`src/rtl/sap1_pkg.sv`:
```
//------------------------------------------------------------------------------
// Module   : sap1_pkg
// Brief    : Shared SAP-1 constants: opcodes, control-bit indices, control words
// Revision : 1.0
//------------------------------------------------------------------------------
`default_nettype none

package sap1_pkg;

  localparam int T_STATES = 6;
  localparam int CON_W    = 12;

  localparam logic [3:0] OP_LDA = 4'b0000;
  localparam logic [3:0] OP_ADD = 4'b0001;
  localparam logic [3:0] OP_SUB = 4'b0010;
  localparam logic [3:0] OP_OUT = 4'b1110;
  localparam logic [3:0] OP_HLT = 4'b1111;

  localparam int CON_CP  = 11;
  localparam int CON_EP  = 10;
  localparam int CON_NLM = 9;
  localparam int CON_NCE = 8;
  localparam int CON_NLI = 7;
  localparam int CON_NEI = 6;
  localparam int CON_NLA = 5;
  localparam int CON_EA  = 4;
  localparam int CON_SU  = 3;
  localparam int CON_EU  = 2;
  localparam int CON_NLB = 1;
  localparam int CON_NLO = 0;

  localparam int T1_IDX = 0;
  localparam int T2_IDX = 1;
  localparam int T3_IDX = 2;
  localparam int T4_IDX = 3;
  localparam int T5_IDX = 4;
  localparam int T6_IDX = 5;

  localparam logic [T_STATES-1:0] T1_ONEHOT = 6'b000001;

  // Each word is the idle word with the named bits toggled to their active level.
  localparam logic [CON_W-1:0] CON_ONE     = 12'h001;
  localparam logic [CON_W-1:0] CON_IDLE    = 12'h3E3;
  localparam logic [CON_W-1:0] CON_T1      = CON_IDLE ^ (CON_ONE << CON_EP)  ^ (CON_ONE << CON_NLM);
  localparam logic [CON_W-1:0] CON_T2      = CON_IDLE ^ (CON_ONE << CON_CP);
  localparam logic [CON_W-1:0] CON_T3      = CON_IDLE ^ (CON_ONE << CON_NCE) ^ (CON_ONE << CON_NLI);
  localparam logic [CON_W-1:0] CON_ADDR_T4 = CON_IDLE ^ (CON_ONE << CON_NEI) ^ (CON_ONE << CON_NLM);
  localparam logic [CON_W-1:0] CON_LDA_T5  = CON_IDLE ^ (CON_ONE << CON_NCE) ^ (CON_ONE << CON_NLA);
  localparam logic [CON_W-1:0] CON_ADD_T5  = CON_IDLE ^ (CON_ONE << CON_NCE) ^ (CON_ONE << CON_NLB);
  localparam logic [CON_W-1:0] CON_ADD_T6  = CON_IDLE ^ (CON_ONE << CON_EU)  ^ (CON_ONE << CON_NLA);
  localparam logic [CON_W-1:0] CON_SUB_T6  = CON_ADD_T6 ^ (CON_ONE << CON_SU);
  localparam logic [CON_W-1:0] CON_OUT_T4  = CON_IDLE ^ (CON_ONE << CON_EA)  ^ (CON_ONE << CON_NLO);

  typedef enum logic [0:0] {
    RUN_S  = 1'b0,
    HALT_S = 1'b1
  } run_state_e;

endpackage

`default_nettype wire

```
`src/rtl/ring_counter.sv`:
```
//------------------------------------------------------------------------------
// Module   : ring_counter
// Brief    : One-hot T-state ring counter with hold and restart-to-T1 controls
// Revision : 1.0
//------------------------------------------------------------------------------
`default_nettype none

module ring_counter
  import sap1_pkg::*;
(
  input  logic                CLK,
  input  logic                CLR,
  input  logic                hold,
  input  logic                restart,
  output logic [T_STATES-1:0] tstate
);

  logic [T_STATES-1:0] r_tstate;

  // hold outranks restart so a halted machine never slips back to T1
  always_ff @(posedge CLK) begin
    if (CLR) begin
      r_tstate <= T1_ONEHOT;
    end else if (hold) begin
      r_tstate <= r_tstate;
    end else if (restart) begin
      r_tstate <= T1_ONEHOT;
    end else begin
      r_tstate <= {r_tstate[T_STATES-2:0], r_tstate[T_STATES-1]};
    end
  end

  assign tstate = r_tstate;

endmodule

`default_nettype wire

```
`src/rtl/controller_sequencer.sv`:
```
//------------------------------------------------------------------------------
// Module   : controller_sequencer
// Brief    : SAP-1 control unit; decodes opcode and T-state into the control word.
//            Optional macro CTRL_SKIP_NOP_EN shortens cycles past the last active state.
// Revision : 1.0
//------------------------------------------------------------------------------
`default_nettype none

module controller_sequencer
  import sap1_pkg::*;
(
  input  logic                CLK,
  input  logic                CLR,
  input  logic [3:0]          opcode,
  output logic [CON_W-1:0]    con,
  output logic [T_STATES-1:0] tstate,
  output logic                HLT
);

  run_state_e       r_state;
  logic             w_halt_now;
  logic             w_hold;
  logic             w_restart;
  logic [CON_W-1:0] w_con;

  assign w_halt_now = tstate[T4_IDX] && (opcode == OP_HLT);
  assign w_hold     = (r_state == HALT_S) || w_halt_now;

  always_ff @(posedge CLK) begin
    if (CLR) begin
      r_state <= RUN_S;
    end else begin
      case (r_state)
        RUN_S:   if (w_halt_now) r_state <= HALT_S;
        HALT_S:  r_state <= HALT_S;
        default: r_state <= RUN_S;
      endcase
    end
  end

`ifdef CTRL_SKIP_NOP_EN
  always_comb begin
    w_restart = 1'b0;
    if (tstate[T5_IDX] && (opcode == OP_LDA)) begin
      w_restart = 1'b1;
    end
    if (tstate[T4_IDX] && (opcode != OP_LDA) && (opcode != OP_ADD) &&
        (opcode != OP_SUB) && (opcode != OP_HLT)) begin
      w_restart = 1'b1;
    end
  end
`else
  assign w_restart = 1'b0;
`endif

  ring_counter u_ring_counter (
    .CLK     (CLK),
    .CLR     (CLR),
    .hold    (w_hold),
    .restart (w_restart),
    .tstate  (tstate)
  );

  // Opcode is only consulted from T4 on, so fetch words are immune to IR churn.
  always_comb begin
    w_con = CON_IDLE;
    if (r_state == RUN_S) begin
      if (tstate[T1_IDX]) begin
        w_con = CON_T1;
      end else if (tstate[T2_IDX]) begin
        w_con = CON_T2;
      end else if (tstate[T3_IDX]) begin
        w_con = CON_T3;
      end else if (tstate[T4_IDX]) begin
        case (opcode)
          OP_LDA, OP_ADD, OP_SUB: w_con = CON_ADDR_T4;
          OP_OUT:                 w_con = CON_OUT_T4;
          default:                w_con = CON_IDLE;
        endcase
      end else if (tstate[T5_IDX]) begin
        case (opcode)
          OP_LDA:         w_con = CON_LDA_T5;
          OP_ADD, OP_SUB: w_con = CON_ADD_T5;
          default:        w_con = CON_IDLE;
        endcase
      end else if (tstate[T6_IDX]) begin
        case (opcode)
          OP_ADD:  w_con = CON_ADD_T6;
          OP_SUB:  w_con = CON_SUB_T6;
          default: w_con = CON_IDLE;
        endcase
      end
    end
  end

  assign con = w_con;
  assign HLT = w_hold;

endmodule

`default_nettype wire

```
`config.mk`:
```
export PLATFORM = sky130hd
export DESIGN_NAME = controller_sequencer
export DESIGN_NICKNAME = d
export VERILOG_FILES = /design/src/rtl/sap1_pkg.sv /design/src/rtl/ring_counter.sv /design/src/rtl/controller_sequencer.sv
export SDC_FILE = /design/constraint.sdc
export NUM_CORES = 1
export LEC_CHECK = 0
export BUFFER_PORTS_ARGS = -buffer_cell sky130_fd_sc_hd__buf_2
export CORE_AREA = 5 5 42 44
export CTS_BUF_LIST = sky130_fd_sc_hd__clkbuf_2 sky130_fd_sc_hd__clkbuf_4 sky130_fd_sc_hd__clkbuf_8
export DETAILED_ROUTE_END_ITERATION = 10
export DIE_AREA = 0 0 47 49
export PLACE_DENSITY = 0.74
export REMOVE_ABC_BUFFERS = 1
export SLEW_MARGIN = 20
export SYNTH_ARGS = -nofsm -noshare
export SYNTH_HDL_FRONTEND = slang
export SYNTH_SLANG_ARGS = --single-unit
```
`constraint.sdc`:
```
create_clock -name CLK -period 1.05 [get_ports CLK]
set_input_delay 0.0525 -clock CLK [delete_from_list [all_inputs] [get_ports CLK]]
set_output_delay 0.0525 -clock CLK [all_outputs]
set_load 0.05 [all_outputs]
```
==> metrics.yaml <==
routing:
  dr.pass1.iters: 4
  wl_mm: 2.284
  drtIter0Drc: 20
  vias_per_cell: 5.912
  postRouteAntennaNets: 0
  wl_per_cell_um: 18.27
  vias: 739
  post-route-drc-count: 0
clock_tree:
  cts.clk_slew.worst_paths_ns: 0.06
  cts-root-buf: "clkbuf_4"
  clk-insertion-delay-late_ns: 0.27
  cts_made_buffers: 3
  htreeDepth: 1
  cts_tree: "built"
  cts_buffer_depth: 2
  cts_sinks: 7
power_and_ir_drop:
  intPower_mw: 0.6574
  p_comb_share_pct: 43.7
  leakage_nw: 0.4586
  swShare_pct: 38.44
  p_per_area_nw_per_um2: 948.4
  seqPwrFrac_pct: 29.1
  clkPwrFrac_pct: 27.2
  vdd_drop_max_uv: 677.5
  netSwitchingPower_mw: 0.4105
worst_setup_path:
  crit_required_ns: 1.00
  arrival_ns: 1.46
  crit_slowest_cell: "dfxtp_2"
  r2r_cells: 5
  crit_chain: "nor3_4 > nand2b_1 > or3_1 > buf_6"
  crit_type: "register to primary output"
  slowest_delay_ns: 0.35
  cp-end-kind: "primary output"
  r2r-start: "u_ring_counter.tstate[0]"
  reg2reg_to: "u_ring_counter.tstate[1]"
  rrSetupSlack_ns: -0.10
  start_kind: "register"
  cp_max_fo: 3
final_layout:
  multi_input_area_um2: 476.7
  nets: 116
  fill_cells: 86
  stdcell_count: 125
  final_common_cell: "buf_6"
  area_growth_pct: 108.8
  num_antenna_cells: 0
  seqCellArea_um2: 157.7
  drive_above_1_share_pct: 69.72
  final_cell_mix: "buf_6 (18), buf_4 (16)"
floorplanning:
  die-area_um2: 2303
  core_um2: 1401
  io_pins: 25
  start_util_pct: 38.48
  die_h_um: 49
  row_count: 14
  die_w_um: 47
hold_path:
  hold_class: "input pin to register"
  hold_end: "r_state"
  hold_depth: 2
  holdCritStartpoint: "CLR"
placement:
  gp_congestion: 0.8323
  io_buffers: 24
  place_inst: 115
  post-dp-hpwl_mm: 1.260
run_status:
  status: "finished with violations"
  violations: "negative setup slack"
grt:
  grt_util_all_layers_pct: 21.55
  grt_most_used_layer: "met2"
  met2_usage_pct: 32.35
  antenna_found_initial: 0
  grt_max_degree: 11
  grt_first_pass_wirelength_mm: 3.546
  grt_pass1_vias: 754
  overflow: 0
  gr-usage-met3_pct: 7.380
  use_met1_pct: 26.00
sta:
  slew_headroom_pct: 80.80
  finalHoldViolCount: 0
  fin_crit_ns: 1.511
  whs_ns: 0.1088
  tightest_slew_ns: 0.2840
  clock.fmax_ghz: 0.6618
  finalCritPeriodShare_pct: 143.9
  slew_viol_final: 0
  rsz0062_at_grt: "true"
  fin_skew_ns: 0.005058
  fin_ws_ns: -0.4610
  setup_violations: 18
logic_synthesis:
  syn-cell-area_um2: 539.3
  synth_seq_cells: 7
  syn_avg_cell_area_um2: 8.171
  postSynthCellCount: 66
  yosysSeqAreaShare_pct: 25.99
  yosys_warnings: 0
  yosysUniqueCellTypes: 30
job:
  max-cap-violations: 0
==> through the flow <==
step	util [%]	setup WS [ns]	setup TNS, ns	power, mW	area (um^2)
global placement	54.46	-0.1357	-0.7500	0.6268	763.2
CTS	73.84	-0.3983	-3.144	1.000	1035
floorplan	-	-1.144	-11.73	0.5074	510.5
detailed placement	54.46	-0.1828	-1.206	0.6324	763.2
finish	80.36	-0.4610	-4.112	1.068	1126
global route	80.36	-0.5447	-5.247	1.125	1126
==> synthesized netlist by cell type <==
cell type	count	area, um^2
a211oi_1	2	15.01
inv_2	1	3.750
o221a_1	1	11.26
a21oi_1	1	5.000
buf_2	5	25.02
nand4b_1	4	35.03
o311ai_1	3	26.28
or3_1	1	6.260
a21oi_4	1	16.27
nand3_1	1	5.000
and3_1	3	18.77
a211o_1	1	8.760
nor3_2	2	20.02
o21ai_1	1	5.000
a31oi_1	3	18.77
nor3_1	5	25.02
and4_4	1	11.26
nor3b_1	2	15.01
nor4_2	1	12.51
nand2b_1	1	6.260
dfxtp_1	7	140.1
inv_1	2	7.510
nand2_1	6	22.52
nor2b_1	2	12.51
clkbuf_1	1	3.750
nor4b_1	3	26.28
nor2_1	2	7.510
o211ai_1	1	7.510
nand4_2	1	12.51
xnor2_1	1	8.760
==> flip-flops by register name, summed over array words and instances, names as in the netlist <==
signal and cells:
r_state 1, u_ring_counter.tstate 6
==> what timing repair did <==
item,4_1_cts,5_1_grt
hold buffers,0,0
resized for setup,60,20
setup buffers,6,3
endpoints found under the setup margin,23,26
pin swaps,11,3
==> area by class of cell <==
cell class	count	share of cell area (%)
timing repair buffer	45	38.22
tap	16	1.778
clock buffer	4	2.667
sequential	7	14.00
inverter	3	1.000
multi-input combinational	50	42.33
==> worst max path at each step <==
stage                                   from      to  slack [ns]  depth (start not counted)
floorplan           u_ring_counter.tstate[3]  con[4]       -1.14                          2
global placement    u_ring_counter.tstate[0]  con[2]       -0.14                          3
detailed placement  u_ring_counter.tstate[0]  con[2]       -0.18                          3
CTS                 u_ring_counter.tstate[1]  con[0]       -0.40                          4
global route        u_ring_counter.tstate[1]  con[0]       -0.54                          4
finish              u_ring_counter.tstate[1]  con[0]       -0.46                          4
==> metal layers <==
layer	vias up	part of all wire (%)
met5	-	0
met2	33	54
met1	351	38
li1	347	-
met3	8	5.7
met4	0	2.5
==> critical path: cells and delay by family (launching register included) <==
kind,cells,cell delay [ns]
buffers and inverters,1,0.17
flip-flops,1,0.35
AND/OR/NAND/NOR,3,0.67
==> logic make-up (layout without fill, tap and decap cells) <==
group	Yosys count	in the layout	share of synthesized area, %
xor gates and xnor gates	1	1	1.624
and+or+nand+nor	35	35	43.85
buffers and inverters	9	52	7.423
DFF	7	7	25.99
AOI/OAI and AO/OA	14	14	21.11
==> power by group through the flow <==
| stage | sequential, mW | combinational (mW) | clock (mW) |
|---|---|---|---|
| 5_1_grt | 0.313 | 0.494 | 0.318 |
| 3_5_place_dp | 0.308 | 0.325 | 0 |
| 6_report | 0.311 | 0.467 | 0.290 |
| 2_1_floorplan | 0.378 | 0.129 | 0 |
| 4_1_cts | 0.309 | 0.417 | 0.274 |
| 3_3_place_gp | 0.306 | 0.321 | 0 |
No activity file was read; power rests on OpenSTA's default activity.
